## src/rtl/sim_run_pkg.sv

```systemverilog
// -----------------------------------------------------------------------------
// sim_run_pkg
// Shared types for the MIPS bench run controller:
//   run_state_e  - controller FSM states
//   end_cause_e  - why a run ended (none / all halted / PC stall / budget)
//   cnt_width()  - bits needed for a counter that spans 0..n-1 (min 1)
// -----------------------------------------------------------------------------
package sim_run_pkg;

    typedef enum logic [1:0] {
        ST_IDLE       = 2'd0,
        ST_RESET_HOLD = 2'd1,
        ST_RUN        = 2'd2,
        ST_DONE       = 2'd3
    } run_state_e;

    typedef enum logic [1:0] {
        END_NONE    = 2'd0,
        END_HALT    = 2'd1,
        END_STALL   = 2'd2,
        END_TIMEOUT = 2'd3
    } end_cause_e;

    // Width of a counter that must hold the values 0..n-1.
    function automatic int cnt_width(input int n);
        return (n <= 2) ? 1 : $clog2(n);
    endfunction

endpackage

```

## src/rtl/sim_run_ctrl_if.sv

```systemverilog
// -----------------------------------------------------------------------------
// sim_run_ctrl_if
// Bundle between the bench (master) and the run controller (slave).
//   start      master->slave  level request to begin a run
//   core_pc    master->slave  packed PCs, core i at [i*PC_W +: PC_W]
//   core_halt  master->slave  per-core halt flag
//   core_reset slave->master  active-high reset to each core
//   core_en    slave->master  core clock enable (RUN only)
//   running    slave->master  controller is in RUN
//   done       slave->master  controller is in DONE
//   timeout    slave->master  run ended on cycle budget
//   stall_err  slave->master  per-core stall flag
//   cycle_cnt  slave->master  RUN cycles elapsed
// -----------------------------------------------------------------------------
interface sim_run_ctrl_if #(
    parameter int NUM_CORES = 1,
    parameter int PC_W      = 32,
    parameter int CNT_W     = 32
) ();

    logic                      start;
    logic [NUM_CORES*PC_W-1:0] core_pc;
    logic [NUM_CORES-1:0]      core_halt;
    logic [NUM_CORES-1:0]      core_reset;
    logic                      core_en;
    logic                      running;
    logic                      done;
    logic                      timeout;
    logic [NUM_CORES-1:0]      stall_err;
    logic [CNT_W-1:0]          cycle_cnt;

    modport master (
        output start, core_pc, core_halt,
        input  core_reset, core_en, running, done, timeout, stall_err, cycle_cnt
    );

    modport slave (
        input  start, core_pc, core_halt,
        output core_reset, core_en, running, done, timeout, stall_err, cycle_cnt
    );

endinterface

```

## src/rtl/sim_stall_mon.sv

```systemverilog
// -----------------------------------------------------------------------------
// sim_stall_mon
// Per-core PC stall detector. Remembers last cycle's PC and counts consecutive
// cycles on which the PC did not change.
//   clk, reset  clock / asynchronous active-low reset
//   clear       reload previous PC from pc and zero the counter
//   en          controller is in RUN
//   halt        core is halted; counter held at 0
//   pc          current core PC
//   stall_hit   pulse: this sample completes STALL_LIMIT equal PC samples
// -----------------------------------------------------------------------------
module sim_stall_mon
    import sim_run_pkg::*;
#(
    parameter int PC_W        = 32,
    parameter int STALL_LIMIT = 16
) (
    input  logic            clk,
    input  logic            reset,
    input  logic            clear,
    input  logic            en,
    input  logic            halt,
    input  logic [PC_W-1:0] pc,
    output logic            stall_hit
);

    localparam int              SC_W    = cnt_width(STALL_LIMIT);
    // The counter sits at STALL_LIMIT-2 after STALL_LIMIT-1 equal samples, so an
    // equal PC now is the STALL_LIMIT-th one and the counter would reach LIMIT-1.
    localparam logic [SC_W-1:0] HIT_AT  = SC_W'(STALL_LIMIT - 2);
    localparam logic [SC_W-1:0] CNT_TOP = SC_W'(STALL_LIMIT - 1);

    logic [PC_W-1:0] prev_pc_q;
    logic [SC_W-1:0] stall_cnt_q;
    logic            pc_same;

    assign pc_same   = (pc == prev_pc_q);
    assign stall_hit = en && !clear && !halt && pc_same && (stall_cnt_q == HIT_AT);

    always_ff @(posedge clk or negedge reset) begin
        if (!reset) begin
            prev_pc_q   <= '0;
            stall_cnt_q <= '0;
        end else if (clear) begin
            prev_pc_q   <= pc;
            stall_cnt_q <= '0;
        end else if (en) begin
            prev_pc_q <= pc;
            if (halt || !pc_same) begin
                stall_cnt_q <= '0;
            end else if (stall_cnt_q != CNT_TOP) begin
                stall_cnt_q <= stall_cnt_q + SC_W'(1);
            end
        end
    end

endmodule

```

## src/rtl/sim_run_ctrl.sv

```systemverilog
// -----------------------------------------------------------------------------
// sim_run_ctrl
// Run controller for single-cycle MIPS benches: holds the cores in reset for
// RESET_CYCLES, runs them for up to RUN_CYCLES, and stops on all-halted, PC
// stall or budget exhaustion, reporting the cause. All outputs are registered.
//   clk    bench clock, rising edge
//   reset  asynchronous active-low controller reset
//   bus    sim_run_ctrl_if slave: start/core_pc/core_halt in;
//          core_reset/core_en/running/done/timeout/stall_err/cycle_cnt out
// -----------------------------------------------------------------------------
module sim_run_ctrl
    import sim_run_pkg::*;
#(
    parameter int NUM_CORES    = 1,
    parameter int PC_W         = 32,
    parameter int RESET_CYCLES = 5,
    parameter int RUN_CYCLES   = 100,
    parameter int STALL_LIMIT  = 16,
    parameter int STOP_ON_HALT = 1,
    parameter int CNT_W        = 32
) (
    input  logic           clk,
    input  logic           reset,
    sim_run_ctrl_if.slave  bus
);

    localparam int               HOLD_W    = cnt_width(RESET_CYCLES);
    localparam logic [HOLD_W-1:0] HOLD_LAST = HOLD_W'(RESET_CYCLES - 1);
    localparam logic [CNT_W-1:0]  RUN_LAST  = CNT_W'(RUN_CYCLES - 1);
    localparam logic [CNT_W-1:0]  CNT_MAX   = '1;

    run_state_e           state_q;
    logic [HOLD_W-1:0]    hold_q;
    logic [NUM_CORES-1:0] core_reset_q;
    logic                 core_en_q;
    logic                 running_q;
    logic                 done_q;
    logic                 timeout_q;
    logic [NUM_CORES-1:0] stall_err_q;
    logic [CNT_W-1:0]     cycle_cnt_q;

    logic                 run_active;
    logic                 mon_clear;
    logic [NUM_CORES-1:0] stall_hit;
    end_cause_e           end_cause_d;
    logic [CNT_W-1:0]     cycle_cnt_d;

    assign run_active = (state_q == ST_RUN);
    // cycle_cnt is zeroed on entry to RESET_HOLD and saturates rather than
    // wrapping, so a zero count inside RUN marks exactly the first RUN cycle.
    assign mon_clear  = !run_active || (cycle_cnt_q == '0);

    for (genvar gi = 0; gi < NUM_CORES; gi++) begin : g_mon
        sim_stall_mon #(
            .PC_W       (PC_W),
            .STALL_LIMIT(STALL_LIMIT)
        ) u_mon (
            .clk      (clk),
            .reset    (reset),
            .clear    (mon_clear),
            .en       (run_active),
            .halt     (bus.core_halt[gi]),
            .pc       (bus.core_pc[gi*PC_W +: PC_W]),
            .stall_hit(stall_hit[gi])
        );
    end

    assign cycle_cnt_d = (cycle_cnt_q == CNT_MAX) ? cycle_cnt_q : cycle_cnt_q + CNT_W'(1);

    // Only the highest-priority cause is reported when several coincide.
    always_comb begin
        end_cause_d = END_NONE;
        if (run_active) begin
            if ((STOP_ON_HALT != 0) && (&bus.core_halt)) begin
                end_cause_d = END_HALT;
            end else if (|stall_hit) begin
                end_cause_d = END_STALL;
            end else if (cycle_cnt_q == RUN_LAST) begin
                end_cause_d = END_TIMEOUT;
            end
        end
    end

    always_ff @(posedge clk or negedge reset) begin
        if (!reset) begin
            state_q      <= ST_IDLE;
            hold_q       <= '0;
            core_reset_q <= '1;
            core_en_q    <= 1'b0;
            running_q    <= 1'b0;
            done_q       <= 1'b0;
            timeout_q    <= 1'b0;
            stall_err_q  <= '0;
            cycle_cnt_q  <= '0;
        end else begin
            case (state_q)
                ST_IDLE, ST_DONE: begin
                    if (bus.start) begin
                        state_q      <= ST_RESET_HOLD;
                        hold_q       <= '0;
                        core_reset_q <= '1;
                        core_en_q    <= 1'b0;
                        running_q    <= 1'b0;
                        done_q       <= 1'b0;
                        timeout_q    <= 1'b0;
                        stall_err_q  <= '0;
                        cycle_cnt_q  <= '0;
                    end
                end
                ST_RESET_HOLD: begin
                    if (hold_q == HOLD_LAST) begin
                        state_q      <= ST_RUN;
                        core_reset_q <= '0;
                        core_en_q    <= 1'b1;
                        running_q    <= 1'b1;
                    end else begin
                        hold_q <= hold_q + HOLD_W'(1);
                    end
                end
                ST_RUN: begin
                    cycle_cnt_q <= cycle_cnt_d;
                    if (end_cause_d != END_NONE) begin
                        state_q   <= ST_DONE;
                        core_en_q <= 1'b0;
                        running_q <= 1'b0;
                        done_q    <= 1'b1;
                        if (end_cause_d == END_STALL) begin
                            stall_err_q <= stall_hit;
                        end
                        if (end_cause_d == END_TIMEOUT) begin
                            timeout_q <= 1'b1;
                        end
                    end
                end
                default: begin
                    state_q <= ST_IDLE;
                end
            endcase
        end
    end

    assign bus.core_reset = core_reset_q;
    assign bus.core_en    = core_en_q;
    assign bus.running    = running_q;
    assign bus.done       = done_q;
    assign bus.timeout    = timeout_q;
    assign bus.stall_err  = stall_err_q;
    assign bus.cycle_cnt  = cycle_cnt_q;

endmodule

```

## src/flat_wrapper.sv

```systemverilog
// flat-port wrapper written by rule: the top's interface ports become plain ports
module sim_run_ctrl_flat import sim_run_pkg::*;
#(
    parameter int NUM_CORES    = 1,
    parameter int PC_W         = 32,
    parameter int RESET_CYCLES = 5,
    parameter int RUN_CYCLES   = 100,
    parameter int STALL_LIMIT  = 16,
    parameter int STOP_ON_HALT = 1,
    parameter int CNT_W        = 32
)
  (clk, reset, bus_start, bus_core_pc, bus_core_halt, bus_core_reset, bus_core_en, bus_running, bus_done, bus_timeout, bus_stall_err, bus_cycle_cnt);
  sim_run_ctrl_if #(.NUM_CORES(NUM_CORES), .PC_W(PC_W), .CNT_W(CNT_W)) bus_i ();
  input  logic clk;
  input  logic reset;
  input wire logic [$bits(bus_i.start)-1:0] bus_start;
  input wire logic [$bits(bus_i.core_pc)-1:0] bus_core_pc;
  input wire logic [$bits(bus_i.core_halt)-1:0] bus_core_halt;
  output wire logic [$bits(bus_i.core_reset)-1:0] bus_core_reset;
  output wire logic [$bits(bus_i.core_en)-1:0] bus_core_en;
  output wire logic [$bits(bus_i.running)-1:0] bus_running;
  output wire logic [$bits(bus_i.done)-1:0] bus_done;
  output wire logic [$bits(bus_i.timeout)-1:0] bus_timeout;
  output wire logic [$bits(bus_i.stall_err)-1:0] bus_stall_err;
  output wire logic [$bits(bus_i.cycle_cnt)-1:0] bus_cycle_cnt;
  assign bus_i.start = bus_start;
  assign bus_i.core_pc = bus_core_pc;
  assign bus_i.core_halt = bus_core_halt;
  assign bus_core_reset = bus_i.core_reset;
  assign bus_core_en = bus_i.core_en;
  assign bus_running = bus_i.running;
  assign bus_done = bus_i.done;
  assign bus_timeout = bus_i.timeout;
  assign bus_stall_err = bus_i.stall_err;
  assign bus_cycle_cnt = bus_i.cycle_cnt;
  sim_run_ctrl #(.NUM_CORES(NUM_CORES), .PC_W(PC_W), .RESET_CYCLES(RESET_CYCLES), .RUN_CYCLES(RUN_CYCLES), .STALL_LIMIT(STALL_LIMIT), .STOP_ON_HALT(STOP_ON_HALT), .CNT_W(CNT_W)) u_core (.clk(clk), .reset(reset), .bus(bus_i));
endmodule
```

## config.mk

```make
export PLATFORM = sky130hd
export DESIGN_NAME = sim_run_ctrl_flat
export DESIGN_NICKNAME = d
export VERILOG_FILES = /design/src/rtl/sim_run_pkg.sv /design/src/rtl/sim_run_ctrl_if.sv /design/src/rtl/sim_stall_mon.sv /design/src/rtl/sim_run_ctrl.sv /design/src/flat_wrapper.sv
export SDC_FILE = /design/constraint.sdc
export NUM_CORES = 1
export LEC_CHECK = 0
export ABC_AREA = 1
export CAP_MARGIN = 25
export CELL_PAD_IN_SITES_DETAIL_PLACEMENT = 0
export CELL_PAD_IN_SITES_GLOBAL_PLACEMENT = 1
export CORE_MARGIN = 5
export CORE_UTILIZATION = 35
export DETAILED_ROUTE_END_ITERATION = 7
export PLACE_DENSITY_LB_ADDON = 0.1
export SYNTH_ARGS = -nofsm -noshare
export SYNTH_HDL_FRONTEND = slang
export SYNTH_SLANG_ARGS = --single-unit
```

## constraint.sdc

```tcl
create_clock -name clk -period 1.9 [get_ports clk]
set_clock_uncertainty 0.1 [all_clocks]
set_input_delay 0.57 -clock clk [delete_from_list [all_inputs] [get_ports clk]]
set_output_delay 0.57 -clock clk [all_outputs]
set_load 0.03 [all_outputs]
```

==> impl_metrics.tcl, run 1 <==
set metrics [dict create \
    status "finished with violations" \
    violations "setup timing" \
    fp.dieW_microns 128.5 \
    p_leak_nw 4.033 \
    cp_cell_sequence "buf_12 -> ha_4 -> nand3_4 -> inv_2 -> nand2_4 -> nor2_4 -> nand3_2 -> o211ai_4 -> buf_12 -> clkbuf_16 -> o31ai_2" \
    grt_pass1_wl_mm 24.89 \
    drv_cap 0 \
    grt_pass1_vias 5117 \
    holdWs_ns 0.02071 \
    worstMarginPinSlew_ns 0.6650 \
    cts_inserted_buffers 9 \
    vias_per_cell 4.734 \
    start_kind "flip-flop" \
    grt_max_degree 33 \
    drtPass1Iterations 5 \
    ys_seq_elements 78 \
    period_minus_slack_ns 1.969 \
    synth_top_cell_by_area "dfrtp_1" \
    clk-insertion-delay-late_ns 0.34 \
    slowest_delay_ns 0.44 \
    crit_buf_inv 4 \
    fmax_mhz 507.9 \
    drc 0 \
    period_share_pct 103.6 \
    rows 43 \
    critPathSlowestCell "dfrtp_2" \
    finalWirelength_mm 15.77 \
    port_buffers 73 \
    crit_path_frequent_cell "buf_12" \
    core_sq_mm 0.01383 \
    synth_area_sq_mm 0.004912 \
    layout_commonest_cell "nand2_1" \
    cp.required_ns 2.04 \
    fin_ws_ns -0.06907 \
    cts_sinks 78 \
    fp.dieArea_sq_mm 0.01650 \
    worstRegToRegCells 11 \
    n_fill_cell 1282 \
    hold_viol 0 \
    rsz0062_at_grt "yes" \
    vias 5122 \
    grt_use_total_pct 19.08 \
    syn_nets 756 \
    cp_max_fo 6 \
    initial_core_util_pct 35.53 \
    setup_viol 12 \
    gp_congestion 0.8179 \
    routedWlPerCell_microns 14.58 \
    place_ws_ns -0.7150 \
    slew_headroom_pct 55.67 \
    antenna_left 0 \
    rr_endpoint "u_core.bus.cycle_cnt[5]" \
    grt_antenna_before_repair 0 \
    report.final.slew_viol_count 0 \
    synth_cell_types 32 \
    drtIter0Drc 273 \
    ir_worst_vdd_mv 0.8178 \
    root_buffer "clkbuf_16" \
    htree_levels 3 \
    synth_area_leaders "dfrtp_1 (39%), nand2_1 (18%), inv_1 (7.8%)" \
    syn_to_final_growth_pct 62.20 \
    crit_family "buffers and inverters" \
    ioPinCount 74 \
    synth_area_per_cell_sq_um 6.909 \
    reg2reg_from "u_core.bus.cycle_cnt[0]" \
    cts_buffer_depth 2 \
    die_h_microns 128.5 \
    cts_tree "built" \
    antenna_cells 0 \
    end_kind "flip-flop" \
    final_nets 942 \
    clkTransAtPathRegs_ns 0.06 \
    synth_top_area_share_pct 39.23 \
    p_per_area_mw_per_mm2 1015 \
    final_cell_mix "nand2_1 (188), buf_4 (137), inv_1 (101)" \
    path_class "flip-flop to flip-flop" \
    syn-instance-count 711 \
    grt-ovfl-total 0 \
    yosysWarnings 0 \
    hold_class "input pin to asynchronous set/reset pin" \
    drive_gt1_share_pct 36.92 \
    place_hpwl_mm 11.10 \
    r2r_slack_ns -0.07 \
    ys_seq_area_share_pct 39.76 \
    worstPathArrival_ns 2.11 \
]
[stage by stage]
stage	utilization, %	setup TNS [ns]	cell area [sq um]	std cells	power, mW
floorplan	-	0	4928	711	3.495
global placement	47.60	-7.838	6581	1035	4.268
detailed placement	47.60	-8.525	6581	1035	4.311
CTS	52.87	-0.4745	7311	1065	7.152
global route	57.62	-4.078	7968	1082	8.505
finish	57.62	-0.1635	7968	1082	8.085
[synthesized netlist by cell type]
cell,count
nor4_2,1
nor2_2,3
ha_1,9
inv_1,102
nand3_2,4
xnor2_1,16
a21oi_1,10
clkbuf_1,37
a211oi_1,1
xor2_1,14
buf_2,2
buf_6,5
nor3b_1,1
dfstp_2,1
o22ai_1,1
nor2_1,90
nand4_1,22
o21ai_0,4
nand3_1,23
o31ai_1,26
o211ai_2,1
nand2_1,231
nor4_1,1
inv_2,3
clkinv_1,1
nor3_2,1
dfrtp_1,77
o21ai_1,5
buf_4,2
nand3b_1,4
or2_2,1
nor3_1,12
[area by class of cell]
cell class / count / area (sq um) / area share [%]
clock inverters: 4 / 70.07 / 0.8794
repair buffers: 220 / 1957 / 24.56
flip-flops and latches: 78 / 1962 / 24.62
well taps: 180 / 225.2 / 2.827
multi-input cells: 482 / 3109 / 39.02
clock buffers: 12 / 246.5 / 3.094
inverters: 106 / 397.9 / 4.994
[cell families after synthesis]
kind of cell    count (synthesis)  share of synthesized area [%]
fa+ha+maj                       9                          2.292
simple gates                  394                          33.57
buf+inv                       152                          12.58
compound gates                 48                          6.444
xor+xnor                       30                          5.349
flops                          78                          39.76
[layer usage]
layer	wire (microns)	global-route usage, %
met5	0	0
met1	6697	22.67
met3	636	5.023
met2	8063	33.16
met4	376	6.929
[sequential cells by signal, summed over array words and instances, names as in the netlist]
name                            flops
u_core.bus.done                     1
u_core.bus.timeout                  1
u_core.bus.stall_err                1
u_core.bus.core_en                  1
u_core.state_q                      2
u_core.bus.core_reset               1
u_core.bus.cycle_cnt               32
u_core.hold_q                       3
u_core.g_mon.u_mon.prev_pc_q       32
u_core.g_mon.u_mon.stall_cnt_q      4
[how the worst max path moves through the flow]
stage                          endpoint  cells after the start                      from  slack [ns]
2_1_floorplan  u_core.bus.cycle_cnt[10]                      9   u_core.bus.cycle_cnt[5]       0.004
3_3_place_gp          u_core.state_q[0]                     14           bus_core_pc[15]       -0.68
3_5_place_dp          u_core.state_q[1]                     14           bus_core_pc[15]       -0.72
4_1_cts                bus_cycle_cnt[0]                      3   u_core.bus.cycle_cnt[0]       -0.09
5_1_grt        u_core.bus.cycle_cnt[18]                     12  u_core.bus.cycle_cnt[12]       -0.15
6_report        u_core.bus.cycle_cnt[5]                     11   u_core.bus.cycle_cnt[0]       -0.07
[report_power, final]
group | internal, mW | leakage [nW] | switching (mW)
logic | 1.86 | 2.89 | 2.43
clock network | 1.18 | 0.157 | 0.700
registers | 1.81 | 0.990 | 0.0989
total | 4.85 | 4.03 | 3.23
[timing repair]
action,4_1_cts,5_1_grt
hold buffers,0,0
pin swaps,23,32
gates resized for setup,156,137
cloned,4,3
setup endpoints to repair,66,46
setup buffers,12,15
No activity file was read; power rests on OpenSTA's default activity.
==> inputs of run 2 (changes only) <==
- SKIP_CTS_REPAIR_TIMING: unset -> 1
==> run 2 against run 1 <==
  * The flow still finishes with violations (setup timing)
  * Worst hold slack improved by 0.00090 ns
  * Highest routed layer unchanged
  * Sequential power about the same
  * Largest cell class unchanged
  * Largest power group unchanged
  * Clock-buffer cell count unchanged
  * Global-route usage is 1.1 points lower
  * Cell area decreased by 2.6%
==> impl_metrics.tcl, run 2 (synthesis gave the netlist of run 1 again) <==
set metrics [dict create \
    grt_antenna_before_repair 0 \
    period_minus_slack_ns 1.975 \
    report.final.slew_viol_count 0 \
    cts_sinks 78 \
    fmax_mhz 506.4 \
    gp_congestion 0.8179 \
    worstMarginPinSlew_ns 0.5537 \
    status "finished with violations" \
    crit_path_frequent_cell "nand3_4" \
    cp.required_ns 2.01 \
    p_leak_nw 4.400 \
    antenna_left 0 \
    drc 0 \
    use_met3_pct 5.064 \
    fin_cells 1073 \
    initial_core_util_pct 35.53 \
    holdWs_ns 0.02161 \
    power_mw 7.273 \
    p_per_area_mw_per_mm2 937.0 \
    start_kind "flip-flop" \
    fp.dieW_microns 128.5 \
    cp_max_fo 8 \
    grt_pass1_wl_mm 23.46 \
    vias 5000 \
    slew_headroom_pct 63.09 \
    grt-busiest-layer "met2" \
    violations "setup timing" \
    fin_ws_ns -0.07490 \
    core_sq_mm 0.01383 \
    drtIter0Drc 233 \
    die_h_microns 128.5 \
    end_kind "flip-flop" \
    rows 43 \
    clkTransAtPathRegs_ns 0.06 \
    grtUsageMet2_pct 31.17 \
    fp.dieArea_sq_mm 0.01650 \
    clk-insertion-delay-late_ns 0.34 \
    grt_use_total_pct 17.97 \
    place_hpwl_mm 11.10 \
    antenna_cells 0 \
    drive_gt1_share_pct 31.35 \
    syn_to_final_growth_pct 58.02 \
    ioPinCount 74 \
    worstPathArrival_ns 2.08 \
    cts_inserted_buffers 9 \
    path_class "flip-flop to flip-flop" \
    grtUsageMet1_pct 21.86 \
    port_buffers 73 \
    cts_buffer_depth 2 \
    htree_levels 3 \
    finalWirelength_mm 15.50 \
    cts_tree "built" \
    hold_viol 0 \
    grt_pass1_vias 4817 \
    grt-ovfl-total 0 \
    setup_viol 20 \
    routedWlPerCell_microns 14.45 \
    drtPass1Iterations 5 \
    final_cell_mix "nand2_1 (207), buf_4 (132), inv_1 (101)" \
    drv_cap 0 \
    layout_commonest_cell "nand2_1" \
    vias_per_cell 4.660 \
    critPathSlowestCell "dfrtp_2" \
    dp.cells 1035 \
    rsz0062_at_grt "yes" \
    root_buffer "clkbuf_16" \
    cp_cell_sequence "buf_12 -> ha_4 -> nand3_4 -> inv_2 -> nand2_2 -> nor2_4 -> nand3_4 -> o211ai_4 -> clkbuf_16 -> o31ai_2" \
    final_nets 933 \
    ir_worst_vdd_mv 0.7823 \
    period_share_pct 103.9 \
    slowest_delay_ns 0.40 \
    hold_class "input pin to asynchronous set/reset pin" \
    grt_max_degree 33 \
]
## run 2: cell count changes in the layout (fill, tap and decap cells not counted), moves of 11 or more
cell | previous run | this run
dlymetal6s2s_1 | 0 | 52
dlygate4sd2_1 | 40 | 0
nand2_1 | 188 | 207
clkdlybuf4s15_2 | 11 | 0
nand2_4 | 19 | 8
## run 2: layout make-up
class,instances,area [sq um]
flip-flops and latches,78,1961
multi-input cells,483,2869
clock buffers,12,246.5
fillers,1319,6065
repair buffers,210,1993
clock inverters,4,70.07
inverters,106,397.9
well taps,180,225.2
## run 2: report_power, final
group	total, mW	leakage, nW	switching (mW)	internal [mW]
registers	1.91	0.992	0.0960	1.81
clock network	1.88	0.157	0.697	1.18
logic	3.49	3.25	2.06	1.42
total	7.27	4.40	2.86	4.42
## run 2: per-layer routing
metal | vias up | routed length, microns
met5 | - | 0
met4 | 0 | 289
met3 | 27 | 687
met2 | 95 | 8006
met1 | 2335 | 6517
li1 | 2543 | -
## run 2: critical path, delay by kind of cell, from the launching register on
family | cells | cell delay (ns)
buf+inv | 3 | 0.45
simple gates | 4 | 0.42
flops | 1 | 0.40
compound gates | 2 | 0.30
fa+ha+maj | 1 | 0.15
## run 2: final timing paths
path | start | endpoint | slack [ns] | depth (start not counted)
setup / recovery | u_core.bus.cycle_cnt[0] | u_core.bus.cycle_cnt[25] | -0.07 | 10
hold / removal | reset | u_core.g_mon[0].u_mon.prev_pc_q[15] | 0.02 | 1
setup reg to reg | u_core.bus.cycle_cnt[0] | u_core.bus.cycle_cnt[25] | -0.07 | 10
hold reg to reg | u_core.bus.timeout | u_core.bus.timeout | 0.39 | 2
max in group asynchronous | reset | u_core.bus.core_reset | 1.13 | 2
min in group clk | bus_core_pc[13] | u_core.g_mon[0].u_mon.prev_pc_q[13] | 0.29 | 1
## run 2: stage by stage
step           setup TNS, ns  instance area (sq um)  worst slack, ns  util, %
3_3_place_gp          -7.838                   6581          -0.6788    47.60
3_5_place_dp          -8.525                   6581          -0.7150    47.60
4_1_cts               -11.07                   6898          -0.3940    49.89
5_1_grt               -3.594                   7762          -0.1575    56.14
2_1_floorplan              0                   4928         0.003886        -
6_report             -0.7064                   7762         -0.07490    56.14
==> inputs of run 3 (changes only) <==
- clock period: 1.9 -> 1.7 ns (I/O delays scaled with it)
==> run 3 against run 2 <==
  * The flow finishes with violations (hold timing, setup timing)
  * Sequential cell count unchanged
  * Cell area up 12%
  * Maximum frequency is 0.15% lower
  * First-iteration DRC count increased by 4.7%
  * Sequential share of layout area fell by 2.5 points
  * Global-route usage increased by 0.76 points
  * Critical endpoint is now u_core.state_q[0]
  * Largest cell class unchanged
  * Highest routed layer unchanged
==> impl_metrics.tcl, run 3 (synthesis gave the netlist of run 1 again) <==
set metrics [dict create \
    cts_inserted_buffers 9 \
    clk-insertion-delay-late_ns 0.35 \
    port_buffers 73 \
    cp.required_ns 1.84 \
    die_h_microns 128.5 \
    violations "hold timing, setup timing" \
    ir_worst_vdd_mv 0.6919 \
    r2r_slack_ns -0.28 \
    path_class "flip-flop to flip-flop" \
    worstPathArrival_ns 2.11 \
    rows 43 \
    rsz0062_at_grt "yes" \
    initial_core_util_pct 35.53 \
    grt_max_degree 31 \
    routedWlPerCell_microns 15.10 \
    p_leak_nw 4.575 \
    fin_cells 1128 \
    grt-ovfl-total 0 \
    drc 0 \
    met3_length_microns 664 \
    p_per_area_mw_per_mm2 1117 \
    final_cell_mix "nand2_1 (181), buf_4 (146), inv_1 (93)" \
    reg2reg_from "u_core.bus.cycle_cnt[24]" \
    grt_antenna_before_repair 0 \
    worstRegToRegCells 11 \
    gp_congestion 0.8466 \
    core_sq_mm 0.01383 \
    hold_class "input pin to asynchronous set/reset pin" \
    vias_per_cell 4.749 \
    ioPinCount 74 \
    status "finished with violations" \
    grt_use_total_pct 18.73 \
    finalWirelength_mm 17.03 \
    slew_headroom_pct 73.88 \
    route.met2.wl_mm 8.901 \
    cp_max_fo 5 \
    hold_viol 23 \
    place_ws_ns -0.8581 \
    htree_levels 3 \
    grt_pass1_wl_mm 24.50 \
    place_hpwl_mm 11.41 \
    cts_sinks 78 \
    rr_endpoint "u_core.state_q[0]" \
    final_nets 988 \
    cts_buffer_depth 2 \
    cts_tree "built" \
    setup_viol 43 \
    period_minus_slack_ns 1.978 \
    worstMarginPinSlew_ns 0.3918 \
    period_share_pct 116.3 \
    grt_pass1_vias 5127 \
    holdWs_ns -0.01402 \
    antenna_cells 0 \
    syn_to_final_growth_pct 76.72 \
    drt-met1-wl_mm 7.034 \
    antenna_left 0 \
    fp.dieW_microns 128.5 \
    clkTransAtPathRegs_ns 0.06 \
    root_buffer "clkbuf_16" \
    drtPass1Iterations 4 \
    fmax_mhz 505.6 \
    drtIter0Drc 244 \
    drive_gt1_share_pct 43.78 \
    report.final.slew_viol_count 0 \
    top_layer_used "met4" \
    layout_commonest_cell "nand2_1" \
    start_kind "flip-flop" \
    end_kind "flip-flop" \
    fp.dieArea_sq_mm 0.01650 \
    drv_cap 0 \
    vias 5357 \
    fin_ws_ns -0.2779 \
    dp.cells 1067 \
]
## run 3: worst max-delay path by stage
stage,from,end,slack (ns),cells past startpoint
3_5_place_dp,bus_core_pc[15],u_core.bus.core_en,-0.86,14
5_1_grt,u_core.bus.cycle_cnt[24],u_core.state_q[0],-0.41,11
4_1_cts,bus_core_pc[15],u_core.state_q[0],-0.47,14
2_1_floorplan,u_core.bus.cycle_cnt[1],u_core.bus.cycle_cnt[19],-0.12,11
6_report,u_core.bus.cycle_cnt[24],u_core.state_q[0],-0.28,11
3_3_place_gp,bus_core_pc[15],u_core.state_q[0],-0.82,14
## run 3: power breakdown
part           switching (mW)  total [mW]  internal (mW)
registers               0.127        2.15           2.02
clock network           0.826        2.26           1.44
logic                    2.73        5.29           2.56
total                    3.68        9.70           6.02
## run 3: area by class of cell
type | count | area (sq um)
fillers | 1178 | 5146
multi-input cells | 483 | 3117
repair buffers | 265 | 2625
flip-flops and latches | 78 | 1973
inverters | 106 | 402.9
clock buffers | 10 | 229.0
well taps | 180 | 225.2
clock inverters | 6 | 108.9
## run 3: critical path, cell delays in order (launching register included)
cell and delay, ns:
dfrtp_1 0.44, nor2_1 0.16, nand2_1 0.07, nor2_1 0.22
nand2_1 0.13, nor2_4 0.17, nor2_2 0.07, nand3_4 0.11
nand3_4 0.13, buf_6 0.15, nand4_1 0.06, nand2_1 0.05
## run 3: routing by layer
metal,vias to the layer above,global-route usage (%)
met3,29,2.947
met5,-,0
met4,0,7.678
li1,2658,-
met2,101,32.85
met1,2569,22.87
## run 3: through the flow
stage / utilization (%) / power (mW) / setup TNS (ns) / area [sq um]
3_5_place_dp: 49.23 / 5.058 / -16.37 / 6807
4_1_cts: 51.67 / 7.367 / -11.48 / 7144
5_1_grt: 62.78 / 10.21 / -10.40 / 8681
3_3_place_gp: 49.23 / 4.997 / -15.16 / 6807
2_1_floorplan: - / 3.951 / -3.832 / 4975
6_report: 62.78 / 9.697 / -6.847 / 8681
